===== config.mk =====
export PLATFORM = sky130hd
export DESIGN_NAME = seq_detect_prog
export DESIGN_NICKNAME = d
export VERILOG_FILES = /design/src/rtl/seq_detect_pkg.sv /design/src/rtl/seq_hist_shreg.sv /design/src/rtl/seq_detect_prog.sv
export SDC_FILE = /design/constraint.sdc
export NUM_CORES = 1
export LEC_CHECK = 0
export ABC_AREA = 1
export ABC_CLOCK_PERIOD_IN_PS = 3960
export CAP_MARGIN = 10
export CORE_ASPECT_RATIO = 1.5
export CORE_MARGIN = 2
export CORE_UTILIZATION = 45
export DETAILED_ROUTE_END_ITERATION = 7
export PLACE_DENSITY = 0.7
export SYNTH_ARGS = -nofsm -noshare
export SYNTH_HDL_FRONTEND = slang
export SYNTH_SLANG_ARGS = --single-unit

===== constraint.sdc =====
create_clock -name clk -period 3.96 [get_ports clk]
set_input_delay 0.594 -clock clk [delete_from_list [all_inputs] [get_ports clk]]
set_output_delay 0.594 -clock clk [all_outputs]
set_load 0.1 [all_outputs]

===== src/rtl/seq_detect_pkg.sv =====
// Shared definitions for the programmable serial pattern detector.
//   state_e  : detector FSM encoding (UNCFG = no legal pattern held, RUN = detecting)
//   len_mask : builds a right-aligned mask of pat_len ones, used to ignore
//              pattern/history bits at or above the configured length.
package seq_detect_pkg;

  typedef enum logic {
    UNCFG = 1'b0,
    RUN   = 1'b1
  } state_e;

  // Widest pattern the mask helper supports; MAX_LEN of any instance must not exceed it.
  localparam int unsigned MAX_LEN_LIMIT = 16;

  function automatic logic [MAX_LEN_LIMIT-1:0] len_mask(input int unsigned len);
    logic [MAX_LEN_LIMIT-1:0] m;
    m = '0;
    for (int unsigned i = 0; i < MAX_LEN_LIMIT; i++) begin
      if (i < len) m[i] = 1'b1;
    end
    return m;
  endfunction

endpackage


===== src/rtl/seq_hist_shreg.sv =====
// History shift register plus saturating fill counter for the pattern detector.
// Ports:
//   clk, reset  : clock, synchronous active-high reset
//   clr         : clear history and fill (new configuration)
//   shift       : accept bit_in as the newest history bit
//   bit_in      : serial bit to shift in
//   fill_zero   : force the stored fill to 0 at this edge (non-overlap restart);
//                 it does not affect the look-ahead values below
//   hist_q/fill_q     : registered history (bit 0 newest) and fill
//   hist_nxt/fill_nxt : values after this cycle's clear/shift, before fill_zero,
//                       so the top can evaluate the match on the updated history
module seq_hist_shreg #(
  parameter int MAX_LEN = 8,
  parameter int LEN_W   = 5
) (
  input  logic               clk,
  input  logic               reset,
  input  logic               clr,
  input  logic               shift,
  input  logic               bit_in,
  input  logic               fill_zero,
  output logic [MAX_LEN-1:0] hist_q,
  output logic [LEN_W-1:0]   fill_q,
  output logic [MAX_LEN-1:0] hist_nxt,
  output logic [LEN_W-1:0]   fill_nxt
);

  logic [MAX_LEN-1:0] hist_d;
  logic [LEN_W-1:0]   fill_d;

  always_comb begin
    hist_nxt = hist_q;
    fill_nxt = fill_q;
    if (clr) begin
      hist_nxt = '0;
      fill_nxt = '0;
    end else if (shift) begin
      hist_nxt = {hist_q[MAX_LEN-2:0], bit_in};
      // Fill saturates at MAX_LEN: beyond that every history bit is valid.
      fill_nxt = (fill_q == LEN_W'(MAX_LEN)) ? fill_q : fill_q + LEN_W'(1);
    end
  end

  always_comb begin
    hist_d = hist_nxt;
    fill_d = fill_zero ? '0 : fill_nxt;
  end

  always_ff @(posedge clk) begin
    if (reset) begin
      hist_q <= '0;
      fill_q <= '0;
    end else begin
      hist_q <= hist_d;
      fill_q <= fill_d;
    end
  end

endmodule


===== src/rtl/seq_detect_prog.sv =====
// Runtime-programmable serial bit-pattern detector.
// Ports:
//   clk, reset   : clock, synchronous active-high reset
//   inp_bit      : serial data bit
//   inp_valid    : qualifier; inp_bit is consumed only in cycles where it is high
//                  (no backpressure: the detector always accepts a valid bit)
//   cfg_load     : one-cycle strobe latching pattern/pat_len/cfg_overlap
//   pattern      : pattern bits, pattern[pat_len-1] received first, pattern[0] last
//   pat_len      : pattern length, legal 1..MAX_LEN
//   cfg_overlap  : 1 = overlapping matches, 0 = each match needs pat_len fresh bits
//   seq_seen     : one-cycle pulse, the cycle after the completing bit is sampled
//   match_count  : saturating match count since reset / last legal config
//   armed        : a legal config is held and detection is running
//   cfg_err      : one-cycle pulse after a cfg_load with illegal pat_len
// state_q is the FSM observation point for checkers.
module seq_detect_prog
  import seq_detect_pkg::*;
#(
  parameter int MAX_LEN = 8,
  parameter int LEN_W   = 5,
  parameter int CNT_W   = 8
) (
  input  logic               clk,
  input  logic               reset,
  input  logic               inp_bit,
  input  logic               inp_valid,
  input  logic               cfg_load,
  input  logic [MAX_LEN-1:0] pattern,
  input  logic [LEN_W-1:0]   pat_len,
  input  logic               cfg_overlap,
  output logic               seq_seen,
  output logic [CNT_W-1:0]   match_count,
  output logic               armed,
  output logic               cfg_err
);

  state_e             state_q, state_d;
  logic [MAX_LEN-1:0] pattern_q, pattern_d;
  logic [LEN_W-1:0]   pat_len_q, pat_len_d;
  logic               overlap_q, overlap_d;
  logic [CNT_W-1:0]   count_q, count_d;
  logic               seq_seen_q, seq_seen_d;
  logic               cfg_err_q, cfg_err_d;

  logic               cfg_legal;
  logic               clr;
  logic               shift;
  logic               fill_zero;
  logic               match;

  logic [MAX_LEN-1:0] hist_q, hist_nxt;
  logic [LEN_W-1:0]   fill_q, fill_nxt;
  logic [MAX_LEN_LIMIT-1:0] mask_full;
  logic [MAX_LEN_LIMIT-1:0] diff_full;

  assign cfg_legal = (pat_len != '0) && (pat_len <= LEN_W'(MAX_LEN));

  // cfg_load owns the cycle: any bit presented alongside it is dropped.
  assign clr   = cfg_load & cfg_legal;
  assign shift = ~cfg_load & (state_q == RUN) & inp_valid;

  // Compare on the post-shift history; bits at or above pat_len are masked off.
  assign mask_full = len_mask(32'(pat_len_q));
  assign diff_full = MAX_LEN_LIMIT'(hist_nxt ^ pattern_q) & mask_full;
  assign match     = shift && (fill_nxt >= pat_len_q) && (diff_full == '0);

  assign fill_zero = match & ~overlap_q;

  seq_hist_shreg #(
    .MAX_LEN (MAX_LEN),
    .LEN_W   (LEN_W)
  ) u_hist (
    .clk       (clk),
    .reset     (reset),
    .clr       (clr),
    .shift     (shift),
    .bit_in    (inp_bit),
    .fill_zero (fill_zero),
    .hist_q    (hist_q),
    .fill_q    (fill_q),
    .hist_nxt  (hist_nxt),
    .fill_nxt  (fill_nxt)
  );

  always_comb begin
    state_d    = state_q;
    pattern_d  = pattern_q;
    pat_len_d  = pat_len_q;
    overlap_d  = overlap_q;
    count_d    = count_q;
    seq_seen_d = 1'b0;
    cfg_err_d  = 1'b0;

    if (cfg_load) begin
      if (cfg_legal) begin
        state_d   = RUN;
        pattern_d = pattern;
        pat_len_d = pat_len;
        overlap_d = cfg_overlap;
        count_d   = '0;
      end else begin
        cfg_err_d = 1'b1;
      end
    end else if (match) begin
      seq_seen_d = 1'b1;
      count_d    = (count_q == '1) ? count_q : count_q + CNT_W'(1);
    end
  end

  always_ff @(posedge clk) begin
    if (reset) begin
      state_q    <= UNCFG;
      pattern_q  <= '0;
      pat_len_q  <= '0;
      overlap_q  <= 1'b0;
      count_q    <= '0;
      seq_seen_q <= 1'b0;
      cfg_err_q  <= 1'b0;
    end else begin
      state_q    <= state_d;
      pattern_q  <= pattern_d;
      pat_len_q  <= pat_len_d;
      overlap_q  <= overlap_d;
      count_q    <= count_d;
      seq_seen_q <= seq_seen_d;
      cfg_err_q  <= cfg_err_d;
    end
  end

  assign seq_seen    = seq_seen_q;
  assign match_count = count_q;
  assign armed       = (state_q == RUN);
  assign cfg_err     = cfg_err_q;

endmodule


Yosys cells after proc, flatten, opt, wreduce, memory -nomap -nowiden
Index checks and enable logic that the tools add are counted.
{"block": "classes", "addsub": 2, "order_cmp": 18, "eq_ne": 4, "mux": 27, "bitwise_logic": 8, "reduce_logical": 11}
{"cell": "two-way mux 8 bit", "n": 6}
{"cell": "less-than comparator 4 x 5 -> 1 bit, first input constant", "n": 8}
{"cell": "less-than comparator 3 x 5 -> 1 bit, first input constant", "n": 4}
{"cell": "two-way mux 1 bit", "n": 18}
{"cell": "AND 8 x 16 -> 16 bit", "n": 1}
{"cell": "zero test 16 bit", "n": 1}
{"cell": "two-way mux 5 bit", "n": 3}
{"cell": "less-than comparator 1 x 5 -> 1 bit, first input constant", "n": 2}
{"cell": "less-than comparator 2 x 5 -> 1 bit, first input constant", "n": 2}
{"cell": "adder 8 x 1 -> 8 bit, second input constant", "n": 1}
{"cell": "== test 8 bit, second input constant", "n": 1}
{"cell": "bitwise XOR 8 bit", "n": 1}
{"cell": "OR reduction 2 bit", "n": 3}
{"cell": "adder 5 x 1 -> 5 bit, second input constant", "n": 1}
{"cell": "== test 5 x 4 -> 1 bit, second input constant", "n": 1}
{"cell": "greater-or-equal comparator 5 bit", "n": 1}
{"cell": "less-or-equal comparator 5 x 4 -> 1 bit, second input constant", "n": 1}
{"cell": "nonzero test 5 bit", "n": 1}
{"cell": "AND 1 bit", "n": 4}
{"cell": "logical AND 1 bit", "n": 3}
{"cell": "AND reduction 3 bit", "n": 1}
{"cell": "!= test 2 x 1 -> 1 bit, second input constant", "n": 1}
{"cell": "!= test 2 bit, second input constant", "n": 1}
{"cell": "inverter 1 bit", "n": 2}
{"cell": "other kinds (2)", "n": 2}
{"block": "totals", "reg_bits": 38, "inputBits": 19, "out_inout_bits": 11, "elab_cells": 79}

Longest topological paths before layout
Gate-level depths: netlist of run 1.
{"block": "logic_depth", "depth_word": 11, "mapped_depth": 21, "ltp_nobuf": 19}

By module
Synthesis of run 1 repeated with hierarchy kept, for this count alone.
{"block": "unflattened", "hier_cells": 323, "hier_area_um2": 2189.6}
{"module": "seq_detect_prog", "instances": 1, "cells_per_inst": 229, "area_each_um2": 1446.4, "seq_area_each_um2": 500.5}
{"module": "seq_hist_shreg", "instances": 1, "cells_per_inst": 94, "area_each_um2": 743.2, "seq_area_each_um2": 260.2}

Worst setup path before layout of run 1
Ideal clock, no wire load.
{"block": "synth_timing", "path_type": "flip-flop to flip-flop", "startpoint": "reg state_q (netlist: armed)", "endpoint": "reg count_q[0] (netlist: match_count[0])", "setup_time_ns": 0.112, "arrival_time_ns": 2.910, "slack_ns": 0.938, "path_stages_with_launch": 19, "path_cell_list": "dfxtp_1 -> nand3_4 -> inv_4 -> buf_6 -> nand4_1 -> xor2_1 -> nor2_1 -> ha_1 -> nand2_1 -> nor3_1 -> nor3_1 -> nor2_1 -> nand2_1 -> inv_2 -> nand3_4 -> nand2_4 -> nand2_8 -> nor2_2 -> nor2_1"}
{"element": "start: declaration", "line_no": "seq_detect_prog.sv:37", "source": "state_e state_q, state_d;"}
{"element": "start signal: assignment", "line_no": "seq_detect_prog.sv:120", "source": "state_q <= state_d;"}
{"element": "AND 1 bit (2 in a row)", "line_no": "seq_detect_prog.sv:60", "source": "assign shift = ~cfg_load & (state_q == RUN) & inp_valid;"}
{"element": "two-way mux 5 bit", "line_no": "seq_hist_shreg.sv:37", "source": "end else if (shift) begin"}
{"element": "two-way mux 5 bit", "line_no": "seq_hist_shreg.sv:34", "source": "if (clr) begin"}
{"element": "via fill_nxt[4]", "line_no": "seq_detect_prog.sv:52", "source": "logic [LEN_W-1:0] fill_q, fill_nxt;"}
{"element": "greater-or-equal comparator 5 bit", "line_no": "seq_detect_prog.sv:65", "source": "assign match = shift && (fill_nxt >= pat_len_q) && (diff_full == '0);"}
{"element": "logical AND 1 bit (2 in a row)", "line_no": "seq_detect_prog.sv:65"}
{"element": "nonzero test 2 bit (no line)"}
{"element": "AND reduction 3 bit (no line)"}
{"element": "end signal: assignment", "line_no": "seq_detect_prog.sv:124", "source": "count_q <= count_d;"}
{"element": "end: declaration", "line_no": "seq_detect_prog.sv:41", "source": "logic [CNT_W-1:0] count_q, count_d;"}
The timed path passes the listed nets, and every way through them passes these cells.
A chain may end at the register's enable or synchronous reset.

Worst setup path after layout of run 1
{"block": "layout_timing", "startpoint": "in cfg_load", "endpoint": "reg count_q[2] (netlist: match_count[2])"}
{"element": "start: declaration", "line_no": "seq_detect_prog.sv:27", "source": "input logic cfg_load,"}
{"element": "inverter 1 bit (no line)"}
{"element": "AND 1 bit (2 in a row)", "line_no": "seq_detect_prog.sv:60"}
{"element": "two-way mux 5 bit", "line_no": "seq_hist_shreg.sv:37"}
{"element": "two-way mux 5 bit (*)", "line_no": "seq_hist_shreg.sv:34"}
{"element": "via fill_nxt[4]", "line_no": "seq_detect_prog.sv:52"}
{"element": "greater-or-equal comparator 5 bit (*)", "line_no": "seq_detect_prog.sv:65"}
{"element": "logical AND 1 bit (*) (2 in a row)", "line_no": "seq_detect_prog.sv:65"}
{"element": "nonzero test 2 bit (no line) (*)"}
{"element": "AND reduction 3 bit (no line) (*)"}
The timed path passes the listed nets; every way through them passes the cells marked *.

==> metrics, run 1 <==
met3 usage 0.0387; grt peak-use layer met2; critical path type input pin to flip-flop; Seq/Total Area, Yosys 0.340; Worst Skew 0.00661 ns; vias in the first global route about 2100; Final #Nets 368; Fill cells 506; hold buffers post-CTS 0; wire length per cell 12.6 um; initial antenna violation count 0; die height around 90 um; syn nets 340; setup_tns 0 ns; CTS tree done; hpwl dp 3940 um; CTS root buf clkbuf_8; Initial DRC Count 76; Slew HR 0.343; Max rail drop VDD 232 uV; drc violations 0; hold slack 0.477 ns; via count 2036; most frequent cells in the layout nand2_1, inv_1, dfxtp_1, nor2_1, clkdlybuf4s50_1; I/O pins 30; clock sinks 38; setup bufs post-CTS 0; clk buf depth 2; Critical Path RT 4.14 ns; die area 5560 um^2; min Tclk post-route between 3 and 4 ns; worst skew pair latency just under 0.3 ns; total gr overflow 0; Total Routing Usage GR 0.214; top cells by area, synth dfxtp_1, nand2_1, inv_1, nor2_1, a21oi_1; CTS clock-pin slew for the worst setup and hold paths roughly 0.070 ns; layout cells sized above 1 0.140; clock network power share 0.329; Rows 31; highest clock rate 0.319 GHz; Layout Area Growth over Synthesis 18.6%; Hold Crit Class flip-flop to flip-flop; largest area contributor in the netlist dfxtp_1; Via density 4.99; Post-synth EDFFs 0; drt first pass iters 4; max cap viols 0; # resized after CTS 0; Seq pwr share 0.476; post-route design area between 2000 and 3000 um^2; I/O Buffers 29; CP endpoint kind flip-flop; leak pwr 0.00114 uW; pwr/cell area roughly 320 nW/um^2; Critical Path AT 3.31 ns; Yosys reg bits 38; Cell Area, Placed approximately 2600 um^2; # setup viols final 0; Mean Syn Cell Area 7.14 um^2; power share of the combinational group 0.196; RSZ-0062 raised after global routing false; status completed; share of the synthesized area in the top cell type 0.340; Slew @ Worst Pin 0.982 ns; Cell Area, Synth ~2200 um^2; largest net degree at the start of global routing 31; met1 Resource Use GR 0.232; initial core utilization 0.465; most common cell after layout, fill and taps aside nand2_1; asr flop ratio synth 0; Sw Pwr 261 uW; crit path launch type input pin; Die X 61.5 um; antenna cells 0; Reg2Reg Setup Slack about 1.2 ns; final count of pins violating max slew 0; Netlist cell types 30; core area 4810 um^2; gp weighted congestion 0.845; CTS Buf Count 5; Net Sw Frac 0.306; Hold Violations, Final 0; Pint 592 uW; Critical Path Fanout Max 15; met2 GRT Util 0.391; DRT Wirelength 5130 um; H-tree Lvls 2; Primary FF master, synth dfxtp_1; Cells after Synth roughly 310; post-route ant nets 0; YS warnings 0; final core utilization 0.551; final worst-path cycle share 0.791; first-pass GRT wire length 9110 um
worst max-delay path, stage by stage:
cell and delay, ns:
clkdlybuf4s50_1 0.48, inv_6 0.12, nand3_4 0.18, inv_4 0.21
nand4_1 0.12, xor2_1 0.21, nor2_1 0.08, ha_1 0.31
nand2_1 0.07, nor3_1 0.18, nor3_1 0.07, nor2_1 0.09
nand2_1 0.06, inv_2 0.10, nand3_4 0.10, nand2_4 0.09
nand2_8 0.08, nor2_2 0.11, nor2_1 0.05
Yosys cell counts (2+ instances only):
library cell and count:
dfxtp_1 38, a21oi_1 22, xor2_1 3, o21ai_1 2, nand2_2 9, ha_1 8
inv_1 42, nor2_1 34, nand2_1 55, clkbuf_1 7, nand3_1 22, o21ai_0 21
nor2_2 8, nor3_1 11, nand2_4 3, o21ai_2 5, nand3_4 3, nand3_2 3
nand4_1 3, buf_6 4
metal layers:
metal | wire length, um | vias up
met2 | 2820 | 33
met5 | 0 | -
met1 | 2050 | 933
met4 | 125 | 0
met3 | 135 | 10
li1 | - | 1060
flip-flops by register name (all words and copies together), names as in the netlist:
| signal | cells |
|---|---|
| pat_len_q | 5 |
| u_hist.fill_q | 5 |
| u_hist.hist_q | 8 |
| match_count | 8 |
| overlap_q | 1 |
| cfg_err | 1 |
| armed | 1 |
| pattern_q | 8 |
| seq_seen | 1 |
stage by stage:
step / cells / worst slack [ns] / total power [uW]
floorplan: 313 / 0.938 / 534
global placement: 400 / 0.576 / 580
detailed placement: 400 / 0.539 / 581
CTS: 408 / 0.830 / 857
global route: 408 / 0.571 / 891
finish: 408 / 0.829 / 853
area by class of cell:
cell class / count / area (um^2) / share of cell area
Timing Repair Buffer: 32 / 313 / 0.118
Sequential cell: 38 / 761 / 0.287
Inverter: 45 / 176 / 0.0666
Multi-Input combinational cell: 219 / 1230 / 0.463
Clock buffer: 7 / 86.3 / 0.0326
Clock inverter: 1 / 5.00 / 0.00189
Tap cell: 66 / 82.6 / 0.0312
power groups by stage:
stage          Combinational, uW  Clock [uW]  Sequential [uW]
2_1_floorplan               82.4           0              451
3_3_place_gp                 165           0              414
3_5_place_dp                 167           0              414
4_1_cts                      168         283              405
5_1_grt                      184         300              407
6_report                     167         280              405
kinds of logic after synthesis:
group,share of synthesized area
buffers and inverters,0.111
AND/OR/NAND/NOR,0.362
XOR/XNOR,0.0118
flip-flops,0.340
AO/OA/AOI/OAI,0.130
adder cells (fa/ha/maj),0.0448
path summary, 6_finish.rpt:
check                                      start             end  cells past startpoint
worst max-delay path                    cfg_load  match_count[2]                     19
worst min register to register      pattern_q[7]    pattern_q[7]                      2
worst max register to register  u_hist.fill_q[0]  match_count[2]                     19
worst min-delay path                pattern_q[7]    pattern_q[7]                      2
Note: power is estimated with default switching activity, not from simulation.
==> run 2: changes to the inputs <==
--- a/config.mk
+++ b/config.mk
@@ -6,7 +6,7 @@
 export NUM_CORES = 1
 export LEC_CHECK = 0
 export ABC_AREA = 1
-export ABC_CLOCK_PERIOD_IN_PS = 3960
+export ABC_CLOCK_PERIOD_IN_PS = 3090
 export CAP_MARGIN = 10
 export CORE_ASPECT_RATIO = 1.5
 export CORE_MARGIN = 2
==> constraint.sdc (replaced) <==
create_clock -name clk -period 3.09 [get_ports clk]
set_input_delay 0.4635 -clock clk [delete_from_list [all_inputs] [get_ports clk]]
set_output_delay 0.4635 -clock clk [all_outputs]
set_load 0.1 [all_outputs]
==> metrics, run 2 (synthesis results as in run 1) <==
total gr overflow 0 (unchanged); initial core utilization 0.465 (unchanged); RSZ-0062 raised after global routing false; CTS root buf clkbuf_8; initial antenna violation count 0 (unchanged); family with the most delay on the worst path simple AND/OR/NAND/NOR gates; hold buffers post-CTS 0 (unchanged); Max rail drop VDD 244 uV (+5.0%); final count of pins violating max slew 0 (unchanged); antenna cells 0 (unchanged); Largest stage delay, worst path 0.48 ns (about the same); setup_tns 0 ns (unchanged); CP Cell Sequence clkdlybuf4s50_1 -> inv_6 -> nand3_4 -> inv_4 -> nand4_1 -> xor2_1 -> nor2_1 -> ha_1 -> nand2_1 -> nor3_1 -> nor3_1 -> nor2_1 -> nand2_1 -> inv_2 -> nand3_4 -> nand2_4 -> nand2_8 -> nor2_2 -> nor2_1; H-tree Lvls 2 (unchanged); Critical Path Fanout Max 8 (-7); leak pwr 0.00119 uW (+3.9%); min Tclk post-route 2.72 ns; FF+latch area 761 um^2 (unchanged); crit path launch type input pin; Rows 31 (unchanged); layout cells sized above 1 0.187 (+0.0470); Fill cells 502 (-0.79%); setup bufs post-CTS 0 (unchanged); worst skew pair latency 0.29 ns (about the same); I/O Buffers 29 (unchanged); Worst Skew 0.00639 ns (-0.000225 ns); cell depth of the worst setup path 19 (unchanged); highest clock rate approximately 0.37 GHz; CP endpoint kind flip-flop; CP max stage cell clkdlybuf4s50_1; Critical Path RT 3.28 ns (-0.86 ns); drc violations 0 (unchanged); CP bufs+invs 4 (unchanged); Crit path top cell by count nor2_1; clock sinks 38 (unchanged); hold_sp pattern_q[1]; first-pass GRT wire length 8490 um (-6.8%); fin cells 413 (+1.2%); hpwl dp 3910 um (-0.55%); Total Routing Usage GR 0.199 (-0.0149); most common cell after layout, fill and taps aside nand2_1; die height 90.3 um (unchanged); Hold Violations, Final 0 (unchanged); Hold Crit Class flip-flop to flip-flop; gp weighted congestion 0.859 (+1.6%); reg2reg path depth 19 (unchanged); CTS Buf Count 5 (unchanged); Via density 4.98 (-0.24%); vias in the first global route 1977 (-5.5%); Slew @ Worst Pin 0.695 ns (-0.287 ns); final worst-path cycle share 0.880; largest net degree at the start of global routing 27 (-13%); DRT Wirelength 5000 um (-2.5%); die area 5560 um^2 (unchanged); Worst Hold Depth 2 (unchanged); Final #Nets 373 (+1.4%); worst r2r src u_hist.fill_q[0]; final core utilization 0.554 (+0.00286); I/O pins 30 (unchanged); Layout Area Growth over Synthesis 19.2%; DP Cell Count 405 (+1.3%); most frequent cells in the layout nand2_1, inv_1, dfxtp_1, nor2_1; via count 2056 (+0.98%); CTS clock-pin slew for the worst setup and hold paths 0.08 ns (about the same); crit path from cfg_load; CTS tree done; core area 4810 um^2 (unchanged); Initial DRC Count 97 (+28%); Slew HR 0.536 (+0.193); # resized after CTS 0 (unchanged); Die X 61.5 um (unchanged); critical path type input pin to flip-flop; wire length per cell 12.1 um (-3.7%); status completed; clk buf depth 2 (unchanged); area occupied by multi-input gates 1230 um^2 (unchanged); post-route ant nets 0 (unchanged); drt first pass iters 4 (unchanged); Critical Path AT 2.91 ns (-0.40 ns); max cap viols 0 (unchanged); # setup viols final 0 (unchanged); pwr/cell area 410 nW/um^2 (+27%)
==> run 2: cell count changes in the layout (fill, tap and decap cells not counted), sizes merged <==
cell	previous run	this run
buf	3	19
clkdlybuf4s50	29	18
clkbuf	7	6
clkinvlp	0	1
==> run 2: worst paths after layout <==
check	end	slack, ns
min reg2reg	pattern_q[1]	0.47
max	match_count[0]	0.37
min	pattern_q[1]	0.47
max reg2reg	match_count[0]	0.52
==> run 2: final cells by class <==
cell class                 instances  share of cell area
inverter                          45              0.0662
clock buffer                       6              0.0310
multi-input combinational        219               0.460
clock inverter                     2             0.00470
sequential                        38               0.286
tap                               66              0.0310
timing repair buffer              37               0.121
==> run 2: report_power, final <==
| part | internal [uW] | leakage [uW] | total (uW) | switching [uW] |
|---|---|---|---|---|
| Combinational | 72.2 | 0.000832 | 215 | 143 |
| Clock | 179 | 0.0000472 | 358 | 179 |
| Sequential | 507 | 0.000309 | 519 | 12.4 |
| Total | 758 | 0.00119 | 1090 | 334 |
==> run 2: metal layers <==
layer / up-vias / global-route usage / share of wire
met5: - / 0 / 0
met4: 0 / 0.0851 / 0.022
met3: 10 / 0.0358 / 0.033
met2: 42 / 0.357 / 0.54
met1: 938 / 0.215 / 0.40
li1: 1066 / - / -
==> run 2: worst register-to-register path, stage by stage (launching register included) <==
cell and delay (ns):
dfxtp_1 0.35, inv_1 0.08, ha_1 0.14, nand2_1 0.04, nor3_1 0.19, inv_1 0.08, o21ai_0 0.22, nor2_1 0.08
ha_1 0.31, a21oi_1 0.07, o21ai_0 0.15, nor3_1 0.07, nor2_1 0.10, nand2_1 0.07, inv_2 0.09, nand3_4 0.10
nand2_4 0.09, nand2_8 0.08, nor2_2 0.11, nor2_1 0.05
==> run 2: stage by stage <==
step / hold WS (ns) / power (uW) / instance area [um^2] / setup slack (ns)
6_report: 0.474 / 1090 / 2660 / 0.371
5_1_grt: 0.505 / 1140 / 2660 / 0.0568
4_1_cts: 0.475 / 1110 / 2660 / 0.353
3_5_place_dp: 0.458 / 747 / 2570 / 0.0371
3_3_place_gp: 0.456 / 744 / 2570 / 0.0374
2_1_floorplan: 0.436 / 684 / 2230 / 0.0678
==> run 3: changes to the inputs <==
--- a/config.mk
+++ b/config.mk
@@ -8,11 +8,13 @@
 export ABC_AREA = 1
 export ABC_CLOCK_PERIOD_IN_PS = 3090
 export CAP_MARGIN = 10
+export CELL_PAD_IN_SITES_DETAIL_PLACEMENT = 1
+export CELL_PAD_IN_SITES_GLOBAL_PLACEMENT = 2
 export CORE_ASPECT_RATIO = 1.5
 export CORE_MARGIN = 2
-export CORE_UTILIZATION = 45
+export CORE_UTILIZATION = 31
 export DETAILED_ROUTE_END_ITERATION = 7
-export PLACE_DENSITY = 0.7
+export PLACE_DENSITY = 0.83
 export SYNTH_ARGS = -nofsm -noshare
 export SYNTH_HDL_FRONTEND = slang
 export SYNTH_SLANG_ARGS = --single-unit
==> metrics, run 3 (synthesis results as in run 1) <==
status completed; total gr overflow 0 (unchanged); worst skew pair latency 0.29 ns (about the same); post-route design area 2750 um^2 (+3.1%); Fill cells 889 (+77%); most common cell after layout, fill and taps aside nand2_1; FF+latch area 761 um^2 (unchanged); Critical Path RT 3.28 ns (about the same); Initial DRC Count 54 (-44%); fin cells 432 (+4.6%); Place WS -0.109 ns (-0.146 ns); vias in the first global route 2206 (+12%); CTS Buf Count 5 (unchanged); CTS clock-pin slew for the worst setup and hold paths 0.08 ns (about the same); min Tclk post-route 2.84 ns (+0.124 ns); Hold Crit Class flip-flop to flip-flop; Final #Nets 380 (+1.9%); die height 108 um (+20%); Slew HR 0.655 (+0.119); drc violations 0 (unchanged); Rows 37 (+19%); CP endpoint kind flip-flop; final worst-path cycle share 0.920 (+0.0401); I/O Buffers 29 (unchanged); wire length per cell 13.9 um (+15%); Max rail drop VDD 211 uV (-13%); Worst Skew 0.00504 ns (-0.00135 ns); pwr/cell area 403 nW/um^2 (-1.6%); largest net degree at the start of global routing 41 (+52%); via count 2118 (+3.0%); antenna cells 0 (unchanged); post-route ant nets 0 (unchanged); initial antenna violation count 0 (unchanged); most frequent cells in the layout nand2_1, inv_1, dfxtp_1, nor2_1, buf_4; clock sinks 38 (unchanged); Hold Violations, Final 0 (unchanged); DP Cell Count 424 (+4.7%); hold slack 0.478 ns (+0.00369 ns); max cap viols 0 (unchanged); Layout Area Growth over Synthesis 22.9%; RSZ-0062 raised after global routing false; Via density 4.90 (-1.5%); setup_tns 0 ns (unchanged); H-tree Lvls 2 (unchanged); # setup viols final 0 (unchanged); CTS tree done; crit path launch type input pin; initial core utilization 0.322 (-0.143); setup bufs post-CTS 0 (unchanged); final count of pins violating max slew 0 (unchanged); area occupied by multi-input gates 1230 um^2 (unchanged); hpwl dp 4800 um (+23%); Critical Path Fanout Max 8 (unchanged); CTS root buf clkbuf_8; critical path type input pin to flip-flop; core area 6940 um^2 (+44%); leak pwr 0.00124 uW (+4.0%); drt first pass iters 4 (unchanged); I/O pins 30 (unchanged); Critical Path AT 3.03 ns (+0.12 ns); highest clock rate 0.352 GHz (-4.4%); Cell Area, Placed 2650 um^2 (+3.1%); Slew @ Worst Pin 0.516 ns (-0.179 ns); layout cells sized above 1 0.203 (+0.0161); die area 7920 um^2 (+42%); clk buf depth 2 (unchanged); DRT Wirelength 5990 um (+20%); first-pass GRT wire length 10200 um (+20%); gp weighted congestion 0.770 (-10%); Setup WS post-layout 0.247 ns (-0.124 ns); Total Routing Usage GR 0.168 (-0.0310); Die X 73.3 um (+19%)
## run 3: metrics by stage
step	total power [uW]	util
2_1_floorplan	684	-
3_3_place_gp	756	0.381
3_5_place_dp	759	0.381
4_1_cts	1130	0.395
5_1_grt	1170	0.395
6_report	1110	0.395
## run 3: what timing repair did
action	4_1_cts	5_1_grt
endpoints found under the hold margin	0	0
gates resized for setup	0	1
setup endpoints to repair	0	13
hold buffers	0	0
## run 3: critical path, cell delays in order
cell	delay (ns)
clkdlybuf4s50_1	0.55
nor2_1	0.07
a21oi_2	0.22
nand3_4	0.14
inv_1	0.11
nor2_1	0.08
ha_1	0.33
nand2_1	0.08
o21ai_0	0.21
nor3_1	0.08
nor2_1	0.10
nand2_1	0.07
inv_2	0.10
nand3_4	0.10
nand2_4	0.09
nand2_8	0.08
nor2_2	0.11
nor2_1	0.05
## run 3: cell type report
| class | count | share of cell area |
|---|---|---|
| multi-input combinational | 219 | 0.446 |
| inverter | 45 | 0.0642 |
| tap | 78 | 0.0355 |
| sequential | 38 | 0.277 |
| clock inverter | 2 | 0.00456 |
| timing repair buffer | 44 | 0.142 |
| clock buffer | 6 | 0.0301 |
## run 3: final timing paths
path	start	to	slack (ns)	depth (start not counted)
max reg2reg	u_hist.fill_q[0]	match_count[7]	0.40	19
max	pat_len[3]	match_count[7]	0.25	18
min	pattern_q[7]	pattern_q[7]	0.48	2
min reg2reg	pattern_q[7]	pattern_q[7]	0.48	2
## run 3: metal layers
metal	up-vias	GRT usage	part of all wire
met5	-	0	0
met4	0	0.0649	0.022
met2	34	0.329	0.56
met3	7	0.0233	0.028
met1	1001	0.174	0.39
li1	1076	-	-
## run 3: where the power goes
| group | internal [uW] | switching, uW |
|---|---|---|
| combinational | 77.3 | 147 |
| sequential | 507 | 13.2 |
| clock | 179 | 184 |
| total | 763 | 344 |
